File: src/rtl/uart_rx_param_if.sv
// Receive-side handshake bundle for uart_rx_param.
// master: the receiver. It drives the word, the valid/busy status and the error flags.
// slave : the consumer. It drives RXREADY.
//   RXREADY    consumer accepts RXDATA when RXVALID && RXREADY
//   RXDATA     received word, LSB first on the line
//   RXVALID    RXDATA and the flags are valid; held until accepted
//   RXBUSY     frame reception in progress
//   PARITY_ERR parity mismatch on the presented word
//   FRAME_ERR  a stop bit was sampled 0 on the presented word
//   BREAK_DET  line held low for a full frame
//   OVERRUN    sticky; a frame completed while RXVALID was pending
interface uart_rx_param_if #(
  parameter int unsigned DATA_BITS = 8
);
  logic                 RXREADY;
  logic [DATA_BITS-1:0] RXDATA;
  logic                 RXVALID;
  logic                 RXBUSY;
  logic                 PARITY_ERR;
  logic                 FRAME_ERR;
  logic                 BREAK_DET;
  logic                 OVERRUN;

  modport master (
    input  RXREADY,
    output RXDATA, RXVALID, RXBUSY, PARITY_ERR, FRAME_ERR, BREAK_DET, OVERRUN
  );

  modport slave (
    output RXREADY,
    input  RXDATA, RXVALID, RXBUSY, PARITY_ERR, FRAME_ERR, BREAK_DET, OVERRUN
  );
endinterface

File: src/rtl/uart_rx_param.sv
// Parametrised UART receive engine.
// It contains a baud divider, mid-bit sampling and configurable data, parity and stop bits.
// It detects parity errors, framing errors, breaks and overruns.
// Ports:
//   CLK    system clock, rising edge
//   RESET  asynchronous active-low reset
//   RX     serial line, idle high, asynchronous to CLK
//   rx_if  master side of the output handshake (word, valid/ready, busy, error flags)
module uart_rx_param #(
  parameter int unsigned DIV         = 868,
  parameter int unsigned DATA_BITS   = 8,
  parameter int unsigned PARITY      = 0,
  parameter int unsigned STOP_BITS   = 1,
  parameter int unsigned SYNC_STAGES = 2
) (
  input  logic            CLK,
  input  logic            RESET,
  input  logic            RX,
  uart_rx_param_if.master rx_if
);

  localparam int unsigned CntW = $clog2(DIV);
  localparam int unsigned IdxW = $clog2(DATA_BITS + 3);

  localparam logic [CntW-1:0] HalfLoad = CntW'(DIV / 2 - 1);
  localparam logic [CntW-1:0] FullLoad = CntW'(DIV - 1);
  localparam logic [IdxW-1:0] LastData = IdxW'(DATA_BITS - 1);
  localparam logic [IdxW-1:0] LastStop = IdxW'(STOP_BITS - 1);

  typedef enum logic [2:0] {StIdle, StStart, StData, StPar, StStop, StBrk} state_e;

  // Input synchroniser. It is preset to idle-high so that reset cannot fake a start bit.
  logic [SYNC_STAGES-1:0] sync_q;
  logic                   rxs;

  always_ff @(posedge CLK or negedge RESET) begin
    if (!RESET) begin
      sync_q <= '1;
    end else begin
      sync_q <= {sync_q[SYNC_STAGES-2:0], RX};
    end
  end

  assign rxs = sync_q[SYNC_STAGES-1];

  // Frame engine state
  state_e                state_q, state_d;
  logic [CntW-1:0]       cnt_q, cnt_d;
  logic [IdxW-1:0]       idx_q, idx_d;
  logic [DATA_BITS-1:0]  shift_q, shift_d;
  logic                  perr_q, perr_d;     // parity error of the frame in flight
  logic                  ferr_q, ferr_d;     // some stop sample of this frame was 0
  logic                  zero_q, zero_d;     // every sample since the start bit was 0
  logic                  busy_q, busy_d;

  // Presented word and flags
  logic [DATA_BITS-1:0]  data_q, data_d;
  logic                  valid_q, valid_d;
  logic                  perr_out_q, perr_out_d;
  logic                  ferr_out_q, ferr_out_d;
  logic                  brk_out_q, brk_out_d;
  logic                  overrun_q, overrun_d;

  logic                  tick;
  logic                  done;
  logic                  frame_err_now;
  logic                  break_now;
  logic                  par_x;

  assign tick = (cnt_q == '0);

  always_comb begin
    state_d       = state_q;
    cnt_d         = cnt_q;
    idx_d         = idx_q;
    shift_d       = shift_q;
    perr_d        = perr_q;
    ferr_d        = ferr_q;
    zero_d        = zero_q;
    busy_d        = busy_q;
    data_d        = data_q;
    valid_d       = valid_q;
    perr_out_d    = perr_out_q;
    ferr_out_d    = ferr_out_q;
    brk_out_d     = brk_out_q;
    overrun_d     = overrun_q;
    done          = 1'b0;
    frame_err_now = ferr_q;
    break_now     = 1'b0;
    par_x         = (^shift_q) ^ rxs;

    unique case (state_q)
      StIdle: begin
        if (!rxs) begin
          state_d = StStart;
          cnt_d   = HalfLoad;
          busy_d  = 1'b1;
        end
      end

      StStart: begin
        if (tick) begin
          if (rxs) begin
            // The line went high again before mid-bit, so this was a glitch.
            state_d = StIdle;
            busy_d  = 1'b0;
          end else begin
            state_d = StData;
            cnt_d   = FullLoad;
            idx_d   = '0;
            perr_d  = 1'b0;
            ferr_d  = 1'b0;
            zero_d  = 1'b1;
          end
        end else begin
          cnt_d = cnt_q - 1'b1;
        end
      end

      StData: begin
        if (tick) begin
          shift_d = {rxs, shift_q[DATA_BITS-1:1]};
          zero_d  = zero_q & ~rxs;
          cnt_d   = FullLoad;
          if (idx_q == LastData) begin
            idx_d   = '0;
            state_d = (PARITY != 0) ? StPar : StStop;
          end else begin
            idx_d = idx_q + 1'b1;
          end
        end else begin
          cnt_d = cnt_q - 1'b1;
        end
      end

      StPar: begin
        if (tick) begin
          // Even parity requires a zero XOR of data and parity bit; odd parity requires a one.
          perr_d  = (PARITY == 2) ? par_x : ~par_x;
          zero_d  = zero_q & ~rxs;
          cnt_d   = FullLoad;
          state_d = StStop;
        end else begin
          cnt_d = cnt_q - 1'b1;
        end
      end

      StStop: begin
        if (tick) begin
          frame_err_now = ferr_q | ~rxs;
          break_now     = zero_q & ~rxs;
          ferr_d        = frame_err_now;
          zero_d        = break_now;
          if (idx_q == LastStop) begin
            done  = 1'b1;
            idx_d = '0;
            cnt_d = '0;
            if (break_now) begin
              // Keep busy until the line is released, so a held-low line is not re-armed.
              state_d = StBrk;
            end else begin
              state_d = StIdle;
              busy_d  = 1'b0;
            end
          end else begin
            idx_d = idx_q + 1'b1;
            cnt_d = FullLoad;
          end
        end else begin
          cnt_d = cnt_q - 1'b1;
        end
      end

      StBrk: begin
        if (rxs) begin
          state_d = StIdle;
          busy_d  = 1'b0;
        end
      end

      default: begin
        state_d = StIdle;
        busy_d  = 1'b0;
      end
    endcase

    // Acceptance clears the word together with its flags.
    if (valid_q && rx_if.RXREADY) begin
      valid_d    = 1'b0;
      perr_out_d = 1'b0;
      ferr_out_d = 1'b0;
      brk_out_d  = 1'b0;
    end

    // A completion that meets an unaccepted word drops the new word.
    // A completion in the same cycle as an acceptance replaces the old word.
    if (done) begin
      if (valid_q && !rx_if.RXREADY) begin
        overrun_d = 1'b1;
      end else begin
        data_d     = shift_q;
        valid_d    = 1'b1;
        perr_out_d = perr_q;
        ferr_out_d = frame_err_now;
        brk_out_d  = break_now;
      end
    end
  end

  always_ff @(posedge CLK or negedge RESET) begin
    if (!RESET) begin
      state_q    <= StIdle;
      cnt_q      <= '0;
      idx_q      <= '0;
      shift_q    <= '0;
      perr_q     <= 1'b0;
      ferr_q     <= 1'b0;
      zero_q     <= 1'b0;
      busy_q     <= 1'b0;
      data_q     <= '0;
      valid_q    <= 1'b0;
      perr_out_q <= 1'b0;
      ferr_out_q <= 1'b0;
      brk_out_q  <= 1'b0;
      overrun_q  <= 1'b0;
    end else begin
      state_q    <= state_d;
      cnt_q      <= cnt_d;
      idx_q      <= idx_d;
      shift_q    <= shift_d;
      perr_q     <= perr_d;
      ferr_q     <= ferr_d;
      zero_q     <= zero_d;
      busy_q     <= busy_d;
      data_q     <= data_d;
      valid_q    <= valid_d;
      perr_out_q <= perr_out_d;
      ferr_out_q <= ferr_out_d;
      brk_out_q  <= brk_out_d;
      overrun_q  <= overrun_d;
    end
  end

  assign rx_if.RXDATA     = data_q;
  assign rx_if.RXVALID    = valid_q;
  assign rx_if.RXBUSY     = busy_q;
  assign rx_if.PARITY_ERR = perr_out_q;
  assign rx_if.FRAME_ERR  = ferr_out_q;
  assign rx_if.BREAK_DET  = brk_out_q;
  assign rx_if.OVERRUN    = overrun_q;

endmodule

File: src/flat_wrapper.sv
// flat-port wrapper written by rule: the top's interface ports become plain ports
module uart_rx_param_flat 
#(
  parameter int unsigned DIV         = 868,
  parameter int unsigned DATA_BITS   = 8,
  parameter int unsigned PARITY      = 0,
  parameter int unsigned STOP_BITS   = 1,
  parameter int unsigned SYNC_STAGES = 2
)
  (CLK, RESET, RX, rx_if_RXREADY, rx_if_RXDATA, rx_if_RXVALID, rx_if_RXBUSY, rx_if_PARITY_ERR, rx_if_FRAME_ERR, rx_if_BREAK_DET, rx_if_OVERRUN);
  uart_rx_param_if #(.DATA_BITS(DATA_BITS)) rx_if_i ();
  input  logic CLK;
  input  logic RESET;
  input  logic RX;
  input wire logic [$bits(rx_if_i.RXREADY)-1:0] rx_if_RXREADY;
  output wire logic [$bits(rx_if_i.RXDATA)-1:0] rx_if_RXDATA;
  output wire logic [$bits(rx_if_i.RXVALID)-1:0] rx_if_RXVALID;
  output wire logic [$bits(rx_if_i.RXBUSY)-1:0] rx_if_RXBUSY;
  output wire logic [$bits(rx_if_i.PARITY_ERR)-1:0] rx_if_PARITY_ERR;
  output wire logic [$bits(rx_if_i.FRAME_ERR)-1:0] rx_if_FRAME_ERR;
  output wire logic [$bits(rx_if_i.BREAK_DET)-1:0] rx_if_BREAK_DET;
  output wire logic [$bits(rx_if_i.OVERRUN)-1:0] rx_if_OVERRUN;
  assign rx_if_i.RXREADY = rx_if_RXREADY;
  assign rx_if_RXDATA = rx_if_i.RXDATA;
  assign rx_if_RXVALID = rx_if_i.RXVALID;
  assign rx_if_RXBUSY = rx_if_i.RXBUSY;
  assign rx_if_PARITY_ERR = rx_if_i.PARITY_ERR;
  assign rx_if_FRAME_ERR = rx_if_i.FRAME_ERR;
  assign rx_if_BREAK_DET = rx_if_i.BREAK_DET;
  assign rx_if_OVERRUN = rx_if_i.OVERRUN;
  uart_rx_param #(.DIV(DIV), .DATA_BITS(DATA_BITS), .PARITY(PARITY), .STOP_BITS(STOP_BITS), .SYNC_STAGES(SYNC_STAGES)) u_core (.CLK(CLK), .RESET(RESET), .RX(RX), .rx_if(rx_if_i));
endmodule
File: config.mk
export PLATFORM = sky130hd
export DESIGN_NAME = uart_rx_param_flat
export DESIGN_NICKNAME = d
export VERILOG_FILES = /design/src/rtl/uart_rx_param_if.sv /design/src/rtl/uart_rx_param.sv /design/src/flat_wrapper.sv
export SDC_FILE = /design/constraint.sdc
export NUM_CORES = 1
export LEC_CHECK = 0
export BUFFER_PORTS_ARGS = -buffer_cell sky130_fd_sc_hd__buf_4
export CORE_ASPECT_RATIO = 1.5
export CORE_UTILIZATION = 59
export DETAILED_ROUTE_END_ITERATION = 8
export PLACE_DENSITY = 0.81
export SLEW_MARGIN = 20
export SYNTH_ARGS = -nofsm -noshare
export SYNTH_HDL_FRONTEND = slang
export SYNTH_SLANG_ARGS = --single-unit
File: constraint.sdc
create_clock -name CLK -period 3 [get_ports CLK]
set_clock_uncertainty 0.1 [all_clocks]
set_input_delay 0.3 -clock CLK [delete_from_list [all_inputs] [get_ports CLK]]
set_output_delay 0.3 -clock CLK [all_outputs]
set_load 0.05 [all_outputs]
Word level (Yosys, flattened, before mapping)
Index checks and enable logic that the tools add are counted.
- flip-flop bits (word level): 44
- bits in latches: 0
- bits in writable memories: 0
- ROM bits: 0
- output and inout port bits: 14
- memories kept: 0
- $add $sub $neg: 2
- $mul: 0
- divide/modulo/power cells: 0
- magnitude comparators: 0
- equal/unequal tests: 18
- shifts and indexed selects: 0
- muxes and demuxes: 59
- bitwise operators: 7
- reductions and logical operators: 24
- operator list (kind ; number):
    10-bit 2-to-1 mux ; 6
    10-bit one-hot mux with 4 select lines ; 1
    1-bit 2-to-1 mux ; 30
    3-bit 2-to-1 mux ; 9
    4-bit 2-to-1 mux ; 6
    3-bit one-hot mux with 6 select lines ; 1
    2-bit by 1-bit != test with 1-bit output, second input constant ; 8
    4-bit one-hot mux with 3 select lines ; 1
    10-bit logical NOT ; 1
    10-bit by 1-bit subtractor with 10-bit output, second input constant ; 1
    4-bit AND reduction ; 2
    8-bit AND reduction ; 1
    8-bit XOR reduction ; 1
    3-bit by 2-bit equality test with 1-bit output, second input constant ; 2
    3-bit equality test, second input constant ; 2
    2-bit != test, second input constant ; 3
    1-bit one-hot mux with 2 select lines ; 3
    2-bit AND reduction ; 3
    3-bit AND reduction ; 2
    6-bit AND reduction ; 1
    2-bit nonzero test ; 3
    1-bit one-hot mux with 5 select lines ; 1
    5-bit AND reduction ; 1
    4-bit by 1-bit adder with 4-bit output, second input constant ; 1
    other kinds (16) ; 20

Depth between registers and ports, before layout
- depth after elaboration: 6
- gate-level depth with buffers: 10
- depth with buffers taken out: 7

Least setup slack after synthesis
No wires, ideal clock.
- path kind: register to register
- start: register u_core.cnt_q[0]
- end: register u_core.data_q[4] (netlist: u_core.rx_if.RXDATA[4])
- setup time: 125 ps
- arrival: 2495 ps
- setup slack: 280 ps
- stages on the path, launching flop included: 10
- buffers on the path: 2
- clock period less this slack: 2720 ps
- path through: dfrtp_1 inv_1 ha_1 or4b_1 buf_2 or4_4 buf_6 nor3_4 nand2_4 mux2_4
- longest elaborated chain between the ends: 4
- RTL lines (element ; line ; source):
    start: declaration ; uart_rx_param.sv:48 ; logic [CntW-1:0] cnt_q, cnt_d;
    start signal: assignment ; uart_rx_param.sv:228 ; cnt_q <= cnt_d;
    10-bit logical NOT ; uart_rx_param.sv:70 ; assign tick = (cnt_q == '0);
    1-bit 2-to-1 mux ; uart_rx_param.sv:149 ; if (tick) begin
    1-bit 2-to-1 mux ; uart_rx_param.sv:92 ; unique case (state_q)
    2-bit AND reduction (no line) ; - ;
    end signal: assignment ; uart_rx_param.sv:235 ; data_q <= data_d;
    end: declaration ; uart_rx_param.sv:57 ; logic [DATA_BITS-1:0] data_q, data_d;
Every way passes these cells.
A chain may end at the register's enable or synchronous reset.

Worst setup path in the final report
Ends and elaborated chain as after synthesis.

==> metrics.yaml <==
route:
  drtIter0Drc: 73
  avgRoutedWirePerCell_um: 16.54
  vias: 1804
  routed_wl_mm: 4.846
  drcViolationCount: 0
  detail-route-antenna-nets: 0
  vias_per_cell: 6.157
  dr.pass1.iters: 4
synth:
  yosysWarnings: 0
  syn_avg_cell_area_um2: 10.25
  synth_area_mm2: 0.002336
  synth_top_flop_cell: "dfrtp_1"
  ys_types: 50
  yosys.area.top_type_share_pct: 44.99
  seq_area_frac_synth_pct: 47.24
  synth.area.top_cells: "dfrtp_1 (45%), mux2_2 (6.7%), o21ai_0 (3.6%)"
  synthArstFlopShare_pct: 100.0
  ys_ff_latch: 44
  synth_edf_count: 0
  synthCells: 228
  synth_nets: 235
  synth_top_area_cell: "dfrtp_1"
global_routing:
  grt_max_degree: 45
  grt_pass1_vias: 1762
  grt_pass1_wl_mm: 8.004
  grt.overflow.total: 0
  grt_use_total_pct: 26.41
  antenna_found_initial: 0
clock_tree:
  cts_buffer_depth: 2
  path_clk_slew_ns: 0.07
  post_cts_resized: 0
  postCtsHoldBufs: 1
  cts_htree_levels: 2
  cts_buffers: 5
  root_buffer: "clkbuf_8"
  cts_setup_buffers: 0
  insertion_delay_ns: 0.30
  cts_sinks: 44
  cts_tree: "yes"
min_path:
  holdPathStages: 3
  min_to: "u_core.rx_if.PARITY_ERR"
  holdCritPathClass: "input port to flop"
  min-delay-start: "rx_if_RXREADY"
power:
  seqPwrFrac_pct: 59.7
  p_sw_mw: 0.2090
  pwr-share-comb_pct: 2.7
  power_density_mw_per_mm2: 382.2
  cellInternalPower_mw: 0.7933
  peakVddDrop_uv: 463.9
  power_mw: 1.002
  p_leak_nw: 1.227
  p_clk_share_pct: 37.6
  sw_frac_of_total_pct: 20.85
worst_setup_path:
  reg2reg_slack_ns: 0.21
  reg2regPathDepth: 7
  worstSetupPathType: "flop to flop"
  cp-end-kind: "flop"
  worstPathArrival_ns: 2.87
  path_max_fanout: 15
  r2r-start: "u_core.cnt_q[0]"
  cp.required_ns: 3.08
  timing.rr.end: "u_core.rx_if.RXDATA[4]"
  crit_path_start_kind: "flop"
placed_design:
  dp.final_hpwl_mm: 3.380
  place_congestion: 0.8316
  portBuffers: 17
cells_and_area:
  nNetsFinal: 256
  final_common_cell: "dfrtp_1"
  drive_above_1_share_pct: 22.00
  diodes: 0
  synthToLayoutAreaGrowth_pct: 12.27
  layout_common_cells: "dfrtp_1 (42), buf_4 (23), o21ai_0 (17)"
floorplanning:
  core_area_mm2: 0.003716
  die_width_um: 53.38
  start_util_pct: 62.86
  die_y_um: 79.07
  fp-row-count: 27
  die_area_mm2: 0.004220
  ios: 18
sta:
  setup_tns_ns: 0
  rsz0062_at_grt: "false"
  period_share_pct: 93.03
  min_period_ns: 2.791
  timing.slew.headroom_pct: 59.54
  hold_viol: 0
  slew_violations: 0
  max_slew.worst_pin.slew_ns: 0.6068
  setup_violations: 0
  fmax_ghz: 0.3583
run:
  max-cap-violations: 0
status:
  status: "complete, no violations"
## per-stage QoR
step | hold WS (ns) | setup WS, ns | util (%) | cells | area (um2)
5_1_grt | 0.2090 | 0.1047 | 70.57 | 293 | 2623
2_1_floorplan | -0.09559 | 0.2801 | - | 228 | 2336
4_1_cts | 0.003276 | 0.2046 | 70.30 | 292 | 2613
3_3_place_gp | 0.2197 | 0.2861 | 67.61 | 283 | 2512
6_report | 0.2192 | 0.2091 | 70.57 | 293 | 2623
3_5_place_dp | 0.2263 | 0.2142 | 67.61 | 283 | 2512
## per-layer routing
layer  vias up  share of wire (%)  GRT usage, %
met4         0                3.1         12.37
met3        13                3.8         4.981
met5         -                  0             0
met1       885                 39         30.40
li1        859                  -             -
met2        47                 54         45.38
## worst max-delay path by stage
stage / to / slack [ns] / startpoint / cells past startpoint
floorplan: u_core.rx_if.RXDATA[4] / 0.28 / u_core.cnt_q[0] / 9
global placement: u_core.rx_if.RXDATA[7] / 0.29 / u_core.cnt_q[0] / 7
detailed placement: u_core.rx_if.RXDATA[4] / 0.21 / u_core.cnt_q[0] / 7
CTS: u_core.rx_if.RXDATA[4] / 0.20 / u_core.cnt_q[0] / 7
global route: u_core.rx_if.RXDATA[7] / 0.10 / u_core.cnt_q[0] / 7
finish: u_core.rx_if.RXDATA[4] / 0.21 / u_core.cnt_q[0] / 7
## state kept, by name, indices dropped and copies added (netlist names), 2 cells and up
register,flops
u_core.state_q,3
u_core.shift_q,8
u_core.cnt_q,10
u_core.sync_q,2
u_core.idx_q,4
u_core.rx_if.RXDATA,8
## cells in the mapped netlist (all sizes together), types with 2 or more instances
cell type and count:
dfrtp 42, o21ai 18, mux2 16, nand2 16
a21oi 14, nor2 11, nand3 9, nor2b 8
clkbuf 7, inv 7, nand2b 7, nor3 7
xnor2 7, a31oi 5, buf 4, o21a 4
a21o 3, ha 3, o22a 3, o2bb2ai 3
or3 3, a211oi 2, a21bo 2, a21boi 2
dfstp 2, mux2i 2, nand3b 2, or2 2
xor2 2
## worst max-delay path: stages (launching register included)
cell	delay, ns
dfrtp_1	0.40
inv_1	0.07
ha_1	0.17
or4b_1	0.47
or4_4	0.62
nor3_4	0.35
nand2_4	0.17
mux2_4	0.33
## cell families (layout without fill, tap and decap cells)
group	after synthesis	count (layout)	share of synthesized area, %
AOI/OAI and AO/OA	64	64	17.68
muxes	18	18	8.891
buffers and inverters	18	40	3.268
xor gates and xnor gates	9	9	3.375
adders and majority gates	3	3	1.607
and+or+nand+nor	72	72	17.94
DFF	44	44	47.24
## area by class of cell
class / instances / area (um2)
Clock buffer: 8 / 90.09
Multi-Input combinational cell: 166 / 1156
Tap cell: 43 / 53.80
Inverter: 7 / 26.28
Sequential cell: 44 / 1104
Fill cell: 285 / 1094
Timing Repair Buffer: 25 / 192.7
## power groups by stage
stage / sequential (mW) / combinational, mW / clock, mW
2_1_floorplan: 0.607 / 0.0106 / 0
3_3_place_gp: 0.610 / 0.0245 / 0
3_5_place_dp: 0.610 / 0.0253 / 0
4_1_cts: 0.598 / 0.0265 / 0.387
5_1_grt: 0.598 / 0.0304 / 0.406
6_report: 0.598 / 0.0267 / 0.377
No activity file was read; power rests on OpenSTA's default activity.
